## config.mk

```make
export PLATFORM = sky130hd
export DESIGN_NAME = ap_com_lut_array
export DESIGN_NICKNAME = d
export VERILOG_FILES = /design/src/rtl/ap_com_pkg.sv /design/src/rtl/ap_com_lut_cell.sv /design/src/rtl/ap_com_lut_array.sv
export SDC_FILE = /design/constraint.sdc
export NUM_CORES = 1
export LEC_CHECK = 0
export CAP_MARGIN = 20
export CORE_ASPECT_RATIO = 0.7
export CORE_MARGIN = 3
export CORE_UTILIZATION = 42
export CTS_CLUSTER_DIAMETER = 60
export CTS_CLUSTER_SIZE = 40
export DETAILED_ROUTE_END_ITERATION = 10
export RECOVER_POWER = 50
export SETUP_SLACK_MARGIN = 0.5
export SKIP_CTS_REPAIR_TIMING = 1
export SYNTH_ARGS = -nofsm -noshare
export SYNTH_HDL_FRONTEND = slang
export SYNTH_HIERARCHICAL = 1
export SYNTH_SLANG_ARGS = --single-unit
```

## constraint.sdc

```tcl
create_clock -name clk -period 1.7 [get_ports clk]
set_clock_uncertainty 0.2 [all_clocks]
set_input_delay 0.255 -clock clk [delete_from_list [all_inputs] [get_ports clk]]
set_output_delay 0.255 -clock clk [all_outputs]
set_load 0.01 [all_outputs]
```

## src/rtl/ap_com_pkg.sv

```systemverilog
// Shared types and constants for the approximate-compressor LUT array.
//   K_MAX        : largest supported LUT input count
//   ap_tt_t      : truth-table container sized for K_MAX inputs
//   ap_parity_tt : K-input parity table, used as the reset contents
//   AP_TT_IDX0   : truth table of the legacy fixed compressor cell 0
package ap_com_pkg;

  localparam int unsigned K_MAX = 4;

  typedef logic [2**K_MAX-1:0] ap_tt_t;

  localparam ap_tt_t AP_TT_IDX0 = 16'h44A0;

  // Bits at indices >= 2**k are left at zero.
  function automatic ap_tt_t ap_parity_tt(input int unsigned k);
    ap_tt_t tt;
    tt = '0;
    for (int unsigned j = 0; j < 2**K_MAX; j++) begin
      if (j < (32'd1 << k)) tt[j] = ^j;
    end
    return tt;
  endfunction

endpackage

```

## src/rtl/ap_com_lut_cell.sv

```systemverilog
// One K-input LUT channel with a shadow/active truth-table pair.
//   clk, rst : clock, synchronous active-high reset (tables -> parity)
//   we, tt   : write tt into the shadow table
//   commit   : copy shadow into active; a same-cycle write is included
//   idx      : lookup index ({a,b,c,d}, a is the MSB)
//   lookup   : active[idx], combinational
module ap_com_lut_cell
  import ap_com_pkg::*;
#(
  parameter int unsigned K = 4
) (
  input  logic            clk,
  input  logic            rst,
  input  logic            we,
  input  logic [2**K-1:0] tt,
  input  logic            commit,
  input  logic [K-1:0]    idx,
  output logic            lookup
);

  localparam int unsigned TT_W = 2**K;
  localparam ap_tt_t PARITY_FULL = ap_parity_tt(K);
  localparam logic [TT_W-1:0] PARITY = PARITY_FULL[TT_W-1:0];

  logic [TT_W-1:0] shadow;
  logic [TT_W-1:0] active;

  always_ff @(posedge clk) begin
    if (rst) begin
      shadow <= PARITY;
      active <= PARITY;
    end else begin
      if (we) shadow <= tt;
      // Write-through: a write landing with the commit is committed directly.
      if (commit) active <= we ? tt : shadow;
    end
  end

  assign lookup = active[idx];

endmodule

```

## src/rtl/ap_com_lut_array.sv

```systemverilog
// Run-time programmable array of N_CH independent K-input LUT channels
// behind a one-stage registered valid/ready pipeline.
//   cfg_we/cfg_ch/cfg_tt : write a truth table into a channel's shadow table
//   cfg_commit           : atomically copy all shadow tables to active
//   in_valid/in_ready/in_data    : sample input, channel i at [i*K +: K]
//   out_valid/out_ready/out_data : registered lookup result, bit i = channel i
//   eval_cnt             : samples accepted since reset/commit, saturating
module ap_com_lut_array
  import ap_com_pkg::*;
#(
  parameter int unsigned N_CH  = 8,
  parameter int unsigned K     = 4,
  parameter int unsigned CNT_W = 16
) (
  input  logic                          clk,
  input  logic                          rst,
  input  logic                          cfg_we,
  input  logic [((N_CH > 1) ? $clog2(N_CH) : 1)-1:0] cfg_ch,
  input  logic [2**K-1:0]               cfg_tt,
  input  logic                          cfg_commit,
  input  logic                          in_valid,
  output logic                          in_ready,
  input  logic [N_CH*K-1:0]             in_data,
  output logic                          out_valid,
  input  logic                          out_ready,
  output logic [N_CH-1:0]               out_data,
  output logic [CNT_W-1:0]              eval_cnt
);

  localparam int unsigned CH_W = (N_CH > 1) ? $clog2(N_CH) : 1;

  logic            accept;
  logic            cfg_in_range;
  logic [N_CH-1:0] lookup;

  assign in_ready     = !out_valid || out_ready;
  assign accept       = in_valid && in_ready;
  assign cfg_in_range = {1'b0, cfg_ch} < (CH_W + 1)'(N_CH);

  for (genvar i = 0; i < N_CH; i++) begin : g_ch
    ap_com_lut_cell #(
      .K (K)
    ) u_cell (
      .clk    (clk),
      .rst    (rst),
      .we     (cfg_we && cfg_in_range && (cfg_ch == CH_W'(i))),
      .tt     (cfg_tt),
      .commit (cfg_commit),
      .idx    (in_data[i*K +: K]),
      .lookup (lookup[i])
    );
  end

  // The cells' active tables update on the same edge that captures lookup,
  // so a sample accepted in the commit cycle still sees the old bank.
  always_ff @(posedge clk) begin
    if (rst) begin
      out_valid <= 1'b0;
      out_data  <= '0;
    end else if (accept) begin
      out_valid <= 1'b1;
      out_data  <= lookup;
    end else if (out_ready) begin
      out_valid <= 1'b0;
    end
  end

  always_ff @(posedge clk) begin
    if (rst) begin
      eval_cnt <= '0;
    end else if (cfg_commit) begin
      eval_cnt <= accept ? CNT_W'(1) : '0;
    end else if (accept && (eval_cnt != '1)) begin
      eval_cnt <= eval_cnt + CNT_W'(1);
    end
  end

endmodule

```

Word-level counts from Yosys, hierarchy flattened

Cells that the tools add are included.

Bits in registers: 281
Input bits: 57
Output and inout bits: 26
Word-level logic and storage cells: 80

$add $sub $neg: 1
$lt $le $gt $ge: 8
Equality and inequality tests: 8
Multiplexer cells: 29
Reduce and logical (&&, ||, !) cells: 15

Operators with widths:

| cell                                                                         | count |
|---|---|
| 16-bit two-way mux                                                           | 10 |
| 4-bit by 5-bit less-than comparator with 1-bit output, second input constant | 8 |
| 1-bit binary-select mux with 4-bit select                                    | 8 |
| 16-bit by 1-bit adder with 16-bit output, second input constant              | 1 |
| 16-bit inequality test, second input constant                                | 1 |
| 3-bit == test, second input constant                                         | 4 |
| 1-bit two-way mux                                                            | 11 |
| 1-bit logical AND                                                            | 10 |
| 3-bit by 2-bit == test with 1-bit output, second input constant              | 2 |
| 2-bit nonzero test                                                           | 2 |
| 3-bit by 1-bit == test with 1-bit output, second input constant              | 1 |
| 3-bit zero test                                                              | 1 |
| 1-bit zero test                                                              | 1 |
| 1-bit logical OR                                                             | 1 |

Longest topological paths before layout

Gate-level depths: netlist of the first run.

Depth after elaboration: 6
Gate-level depth with buffers: 7
Gate-level depth less buffers: 5

Modules after synthesis

The synthesis of the first run kept the hierarchy.

By module, submodules not included:

| module           | times used | cells an instance | area each (um2) | seq. area each (um2) |
|---|---|---|---|---|
| ap_com_lut_cell  | 8          | 119               | 1278.7          | 640.6 |
| ap_com_lut_array | 1          | 160               | 1335.0          | 500.5 |

Worst setup path before layout of the first run

Ideal clock, no wire load.

Kind: input port to flip-flop
From: input cfg_ch[2] (netlist name)
To: register g_ch[0].u_cell.active[11]
Setup time: 123 ps
Data arrival time: 1436 ps
Required time: 1377 ps
Setup slack: -59 ps
Cell stages on the path: 7
Buffers on the path: 2
Cell sequence: nand2b_1 nor3_1 buf_6 buf_8 mux2i_1 a21oi_1 or2_2

Word-level cells in the longest chain between the ends: 3

Ends and longest elaborated chain:

| element              | RTL line               | text |
|---|---|---|
| from (decl)          | ap_com_lut_array.sv:18 | `input logic [((N_CH > 1) ? $clog2(N_CH) : 1)-1:0] cfg_ch,` |
| 3-bit zero test      | ap_com_lut_array.sv:46 | `.we (cfg_we && cfg_in_range && (cfg_ch == CH_W'(i))),` |
| 1-bit logical AND    | ap_com_lut_array.sv:46 |  |
| 16-bit two-way mux   | -                      |  |
| to (signal assigned) | ap_com_lut_cell.sv:35  | `if (commit) active <= we ? tt : shadow;` |
| to (decl)            | ap_com_lut_cell.sv:26  | `logic [TT_W-1:0] active;` |

Every way passes these cells.
A chain may end at the register's enable or synchronous reset.

Worst setup path after layout of the first run

From: register eval_cnt[1]
To: register eval_cnt[10]

Word-level cells in the longest chain between the ends: 3
Elaborated cells on any way between the ends: 6
Those cells by class: 1 x add/sub; 1 x eq/ne; 2 x mux; 2 x reduce/logical

Ends and longest elaborated chain:

| element                                                                            | RTL line                                       | text |
|---|---|---|
| from (decl)                                                                        | ap_com_lut_array.sv:27                         | `output logic [CNT_W-1:0] eval_cnt` |
| from (signal assigned)                                                             | ap_com_lut_array.sv:72                         | `eval_cnt <= accept ? CNT_W'(1) : '0;` |
| from (signal assigned)                                                             | ap_com_lut_array.sv:74                         | `eval_cnt <= eval_cnt + CNT_W'(1);` |
| 16-bit by 1-bit adder with 16-bit output or 16-bit inequality test (tied branches) | ap_com_lut_array.sv:74, ap_com_lut_array.sv:73 |  |
| 16-bit two-way mux or 1-bit logical AND (tied branches)                            | ap_com_lut_array.sv:73                         | `end else if (accept && (eval_cnt != '1)) begin` |
| 16-bit two-way mux or 2-bit nonzero test (tied branches)                           | -                                              |  |

Several ways; a longest one is shown, not always the timed one. The select of a mux whose other input is x is not followed.

==> metrics, run 1 <==
status finished, violations left; failing checks hold timing, setup timing; crit-path cells ha_4 -> nand4_1 -> buf_4 -> o31ai_2 -> a21oi_2; die area 0.0296 mm2; initial antenna violation count 0; CP Data Arrival Time roughly 1.9 ns; Final setup viols 3; initial drt markers 658; clk slew on worst S/H paths approximately 0.10 ns; Worst setup EP type flop; max_cap viols 0; YS warnings 6; vias in the first global route roughly 7.7k; Final ANT Viol Nets 0; DR vias between 8k and 9k; design area 0.0173 mm2; CP max FO 4; Primary FF master, synth dfxtp_1; syn nets around 1.2k; drt wl/cell around 19 um; crit path to eval_cnt[10]; fraction of layout cells with a size suffix above 1 0.452; Die H about 140 um; Mapped Area 0.0116 mm2; WS Path Type reg2reg; Slowest-stage cell, CP dfxtp_4; Area growth, synth to finish 49.9%; DP Worst Slack -0.609 ns; Slew @ Worst Pin roughly 1.1 ns; maximum clock rate 576 MHz; flops & latches, synth between 200 and 300; number of synthesized flops with an enable pin 0; hold crit path type in2reg; FF-to-FF setup slack -0.03 ns; Die X-Extent between 200 and 250 um; n_diodes 0; startpoint types flop; slowest stage delay, CP ~0.38 ns; Leak approximately 6.2 nW; clk_lat worst skew about 0.51 ns; first-pass GRT wire length 43.9 mm; Initial Util 0.430; clock sinks between 200 and 300; total power roughly 0.013 W; Post-Syn Instances ~1.1k; Post-DP Area between 0.01 and 0.015 mm2; fin. max-slew vios 0; Root Buffer clkbuf_16; Post-synth ARST share 0; gpl congestion between 0.7 and 0.8; Num CTS Buffers 16; worst reg2reg path depth 5; Vias/cell a little over 5; unrepaired setup endpoints after global routing yes; Ports 83; delay-heaviest family, CP flip-flops; worst setup margin -0.0350 ns; reg2reg start eval_cnt[1]; pwr/cell area approximately 770 mW/mm2; worst setup path startpoint eval_cnt[1]; Port-buffer cells slightly above 80; sequential area share after synthesis 0.486; Setup Total Neg Slack -0.0803 ns; Final Hold Slack -0.0666 ns; CP required roughly 1.9 ns; GRT overflow 0; wirelength, routed around 32 mm; CTS Buffer Depth 3; largest net degree at the start of global routing about 100; layout net count ~1.4k; WP buf/inv 1; GRT Total Usage 0.187; Final min period roughly 1.7 ns; DRC errors left 0; Distinct cells, synth 42; peak supply drop 0.000633 V; Synth Area per Inst around 10 um2; TritonCTS clock tree built; Hold Vio Cnt, Final 3; CTS H-tree lvls 1; # rows 50; drt pass-1 iters 5; core box area 0.0269 mm2; post-DP HPWL 18.4 mm; Final Cycle Share 1.02; Crit. path cell count 5; r2r endpoint eval_cnt[10]; Slew HR 0.293
## metal layers
metal | vias to the layer above | GRT usage | routed length (um) | part of all wire
met3 | 29 | 0.0221 | 849 | 0.027
li1 | 4326 | - | - | -
met4 | 0 | 0.0232 | 520 | 0.017
met1 | 4289 | 0.290 | 15600 | 0.50
met2 | 108 | 0.287 | 14500 | 0.46
met5 | - | 0 | 0 | 0
## registers in the layout (all words and copies together) (netlist names)
register	flops
g_ch.u_cell/active	128
g_ch.u_cell/shadow	128
eval_cnt	16
out_data	8
out_valid	1
## cell families after synthesis
| group | count (synthesis) | synth area share |
|---|---|---|
| buffers and inverters | 73 | 0.0395 |
| AO/OA/AOI/OAI | 157 | 0.0854 |
| flip-flops | 281 | 0.486 |
| multiplexers | 191 | 0.210 |
| adder cells (fa/ha/maj) | 1 | 0.00108 |
| AND/OR/NAND/NOR | 409 | 0.177 |
## metrics by stage
step / utilization / cells / hold slack, ns
after floorplan: - / 1112 / 0.162
after global placement: 0.518 / 1594 / 0.247
after detailed placement: 0.518 / 1594 / 0.248
after CTS: 0.539 / 1622 / -0.160
after global routing: 0.644 / 1686 / -0.0679
final: 0.644 / 1686 / -0.0666
## worst min-delay path by stage
stage,start,endpoint,depth (start not counted)
floorplan,rst,g_ch[1].u_cell/active[1],1
global placement,out_data[4],out_data[4],2
detailed placement,out_data[3],out_data[3],2
CTS,cfg_commit,g_ch[7].u_cell/active[3],2
global route,rst,eval_cnt[4],3
finish,rst,eval_cnt[4],3
## power breakdown
part | internal (W) | switching [W]
Sequential | 0.00676 | 0.000122
Combinational | 0.00104 | 0.000934
Clock | 0.00206 | 0.00245
Total | 0.00986 | 0.00351
## cell type report
type | instances | area [um2]
Clock buffer | 19 | 453
Clock inverter | 9 | 134
Tap cell | 364 | 455
Inverter | 2 | 7.51
Sequential cell | 281 | 5710
Timing Repair Buffer | 253 | 3090
Multi-Input combinational cell | 758 | 7490
Fill cell | 2051 | 9560
## tightest hold or removal path, stage by stage
cell     delay, ns
buf_6         0.11
or2_2         0.18
a21oi_1       0.05
## Yosys cell counts, types with 6 or more instances
library cell	instances	area (um2)
nand2b_1	52	325
buf_2	8	40.0
mux2i_1	159	1590
clkbuf_1	44	165
dfxtp_1	281	5630
or3_1	6	37.5
nor2_1	201	754
a211oi_1	64	480
or2_2	65	407
buf_8	9	135
a21oi_1	79	395
nand2_1	33	124
or2b_1	16	120
mux4_1	32	841
buf_6	9	101
## cell usage in the layout (no fill, tap or decap), drive strengths merged, types with 6 or more instances in the layout
master,netlist,routed
a211oi,64,64
a21oi,79,79
buf,27,190
clkbuf,44,29
clkdlybuf4s50,0,41
clkinv,0,9
dfxtp,281,281
dlymetal6s2s,0,9
mux2i,159,159
mux4,32,32
nand2,34,34
nand2b,52,52
nand4,6,6
nor2,201,201
nor4,6,6
or2,65,65
or2b,16,16
or3,7,7
Power figures use the tool's default switching activity.
==> run 2: changes to the inputs <==
Settings changed: CAP_MARGIN 20 to default, CORE_UTILIZATION 42 to 35, REMOVE_ABC_BUFFERS from default to 1.
==> metrics, run 2 (synthesis results as in run 1) <==
status finished, violations left; failing checks hold timing; GRT Total Usage 0.157 (-0.0294); initial antenna violation count 0 (unchanged); # rows 55 (+10%); maximum clock rate 590 MHz (+2.4%); drt wl/cell 18.0 um (-3.6%); Ports 83 (unchanged); Vias/cell 5.03 (-3.0%); die area 0.0353 mm2 (+19%); Root Buffer clkbuf_16; max_cap viols 0 (unchanged); clock share of power 0.359 (+0.022); total power 0.0136 W (+1.7%); startpoint types input pin; fillers 2812 (+37%); gpl congestion 0.762 (-4.5%); most common cell after layout, fill and taps aside dfxtp_1; Post-DP Area 0.0138 mm2 (-0.94%); post-route insts no fill 1794 (+6.4%); DR vias 9032 (+3.2%); Hold Vio Cnt, Final 7 (+4); Pint 0.0100 W (+1.4%); Slowest-stage cell, CP clkbuf_1; clock sinks 281 (unchanged); largest net degree at the start of global routing 71 (-32%); fin. max-slew vios 0 (unchanged); slowest stage delay, CP 0.46 ns (+0.08 ns); wirelength, routed 32.3 mm (+2.6%); DP Worst Slack -0.599 ns (+0.0107 ns); worst setup margin 0.00557 ns (+0.0406 ns); TritonCTS clock tree built; Top Registers g_ch.u_cell/active (128), g_ch.u_cell/shadow (128), eval_cnt (16); WS Path Type in2reg; most frequent cells in the layout dfxtp_1 (230), nor2_1 (196), buf_4 (105); initial drt markers 582 (-12%); Initial Util 0.357 (-0.0731); switching pwr 0.00360 W (+2.6%); pwr/cell area 811 mW/mm2 (+5.1%); clk_lat worst skew 0.51 ns (about the same); core box area 0.0324 mm2 (+20%); Slew @ Worst Pin 0.915 ns (-0.141 ns); Port-buffer cells 82 (unchanged); fraction of layout cells with a size suffix above 1 0.408 (-0.0434); DRC errors left 0 (unchanged); design area 0.0168 mm2 (-3.3%); Final Cycle Share 0.997 (-0.0239); Num CTS Buffers 18 (+2); hold crit path type in2reg; Die X-Extent 223 um (+9.3%); vias in the first global route 7833 (+2.1%); logic gate share of total power 0.135 (-0.013); post-DP HPWL 18.4 mm (-0.19%); Die H 158 um (+9.1%); placed cell count 1669 (+4.7%); hold path depth 2 (-1); FF-to-FF setup slack 0.03 ns (+0.06 ns); first-pass GRT wire length 44.2 mm (+0.75%); clk slew on worst S/H paths 0.09 ns (about the same); CP Data Arrival Time 1.90 ns (-0.02 ns); CTS H-tree lvls 1 (unchanged); Final setup viols 0 (-3); CTS Buffer Depth 3 (unchanged); Final Hold Slack -0.113 ns (-0.0469 ns); unrepaired setup endpoints after global routing yes; drt pass-1 iters 8 (+3); CP required 1.90 ns (about the same); Final ANT Viol Nets 0 (unchanged); worst reg2reg path depth 4 (-1); peak supply drop 0.000586 V (-7.5%); crit-path cells buf_8 -> nand2_8 -> nor3_4 -> clkbuf_1 -> clkbuf_4 -> buf_6 -> mux2i_4 -> a21oi_2 -> or2_4; Worst setup EP type flop; n_diodes 0 (unchanged); sw frac 0.265 (+0.00224); layout net count 1413 (+3.1%); Area growth, synth to finish 45.0%; CP max FO 7 (+3); Slew HR 0.387 (+0.0945); GRT overflow 0 (unchanged); Sequential Power Share 0.506 (-0.009); Leak 6.30 nW (+1.1%); Final min period 1.69 ns (-0.0406 ns)
-- run 2: power by group through the flow --
stage | combinational (W) | clock, W | sequential, W
after floorplan | 0.000573 | 0 | 0.00700
after global placement | 0.00144 | 0 | 0.00701
after detailed placement | 0.00145 | 0 | 0.00701
after CTS | 0.00146 | 0.00500 | 0.00686
after global routing | 0.00196 | 0.00525 | 0.00690
final | 0.00183 | 0.00488 | 0.00688
-- run 2: stage by stage --
step | setup TNS, ns | hold slack, ns | utilization
after floorplan | -159.47 | 0.124 | -
after global placement | -107.02 | 0.247 | 0.426
after detailed placement | -112.57 | 0.250 | 0.426
after CTS | -8.67 | -0.134 | 0.445
after global routing | -0.181 | -0.113 | 0.517
final | 0 | -0.113 | 0.517
-- run 2: path summary, 6_finish.rpt --
kind | start | to
max | cfg_we | g_ch[4].u_cell/active[1]
min | rst | g_ch[2].u_cell/shadow[7]
max reg2reg | eval_cnt[4] | eval_cnt[10]
min reg2reg | out_data[0] | out_data[0]
-- run 2: worst max-delay path: cells and delay by family --
kind,cells,cell delay (ns)
AO/OA/AOI/OAI,1,0.07
multiplexers,1,0.22
AND/OR/NAND/NOR,3,0.44
buffers and inverters,4,0.91
-- run 2: metal layers --
layer | share of wire | global-route usage | vias to the layer above | routed length, um
li1 | - | - | 4385 | -
met1 | 0.49 | 0.236 | 4457 | 16000
met2 | 0.45 | 0.246 | 164 | 14600
met3 | 0.041 | 0.0215 | 26 | 1330
met4 | 0.012 | 0.0254 | 0 | 401
met5 | 0 | 0 | - | 0
-- run 2: cell type report --
type	instances	area, um2	area share
clock buffers	21	493	0.0294
clock inverters	11	150	0.00895
inverters	2	7.51	0.000448
multi-input cells	758	6660	0.397
flip-flops and latches	281	5710	0.341
well taps	427	534	0.0319
repair buffers	294	3210	0.191
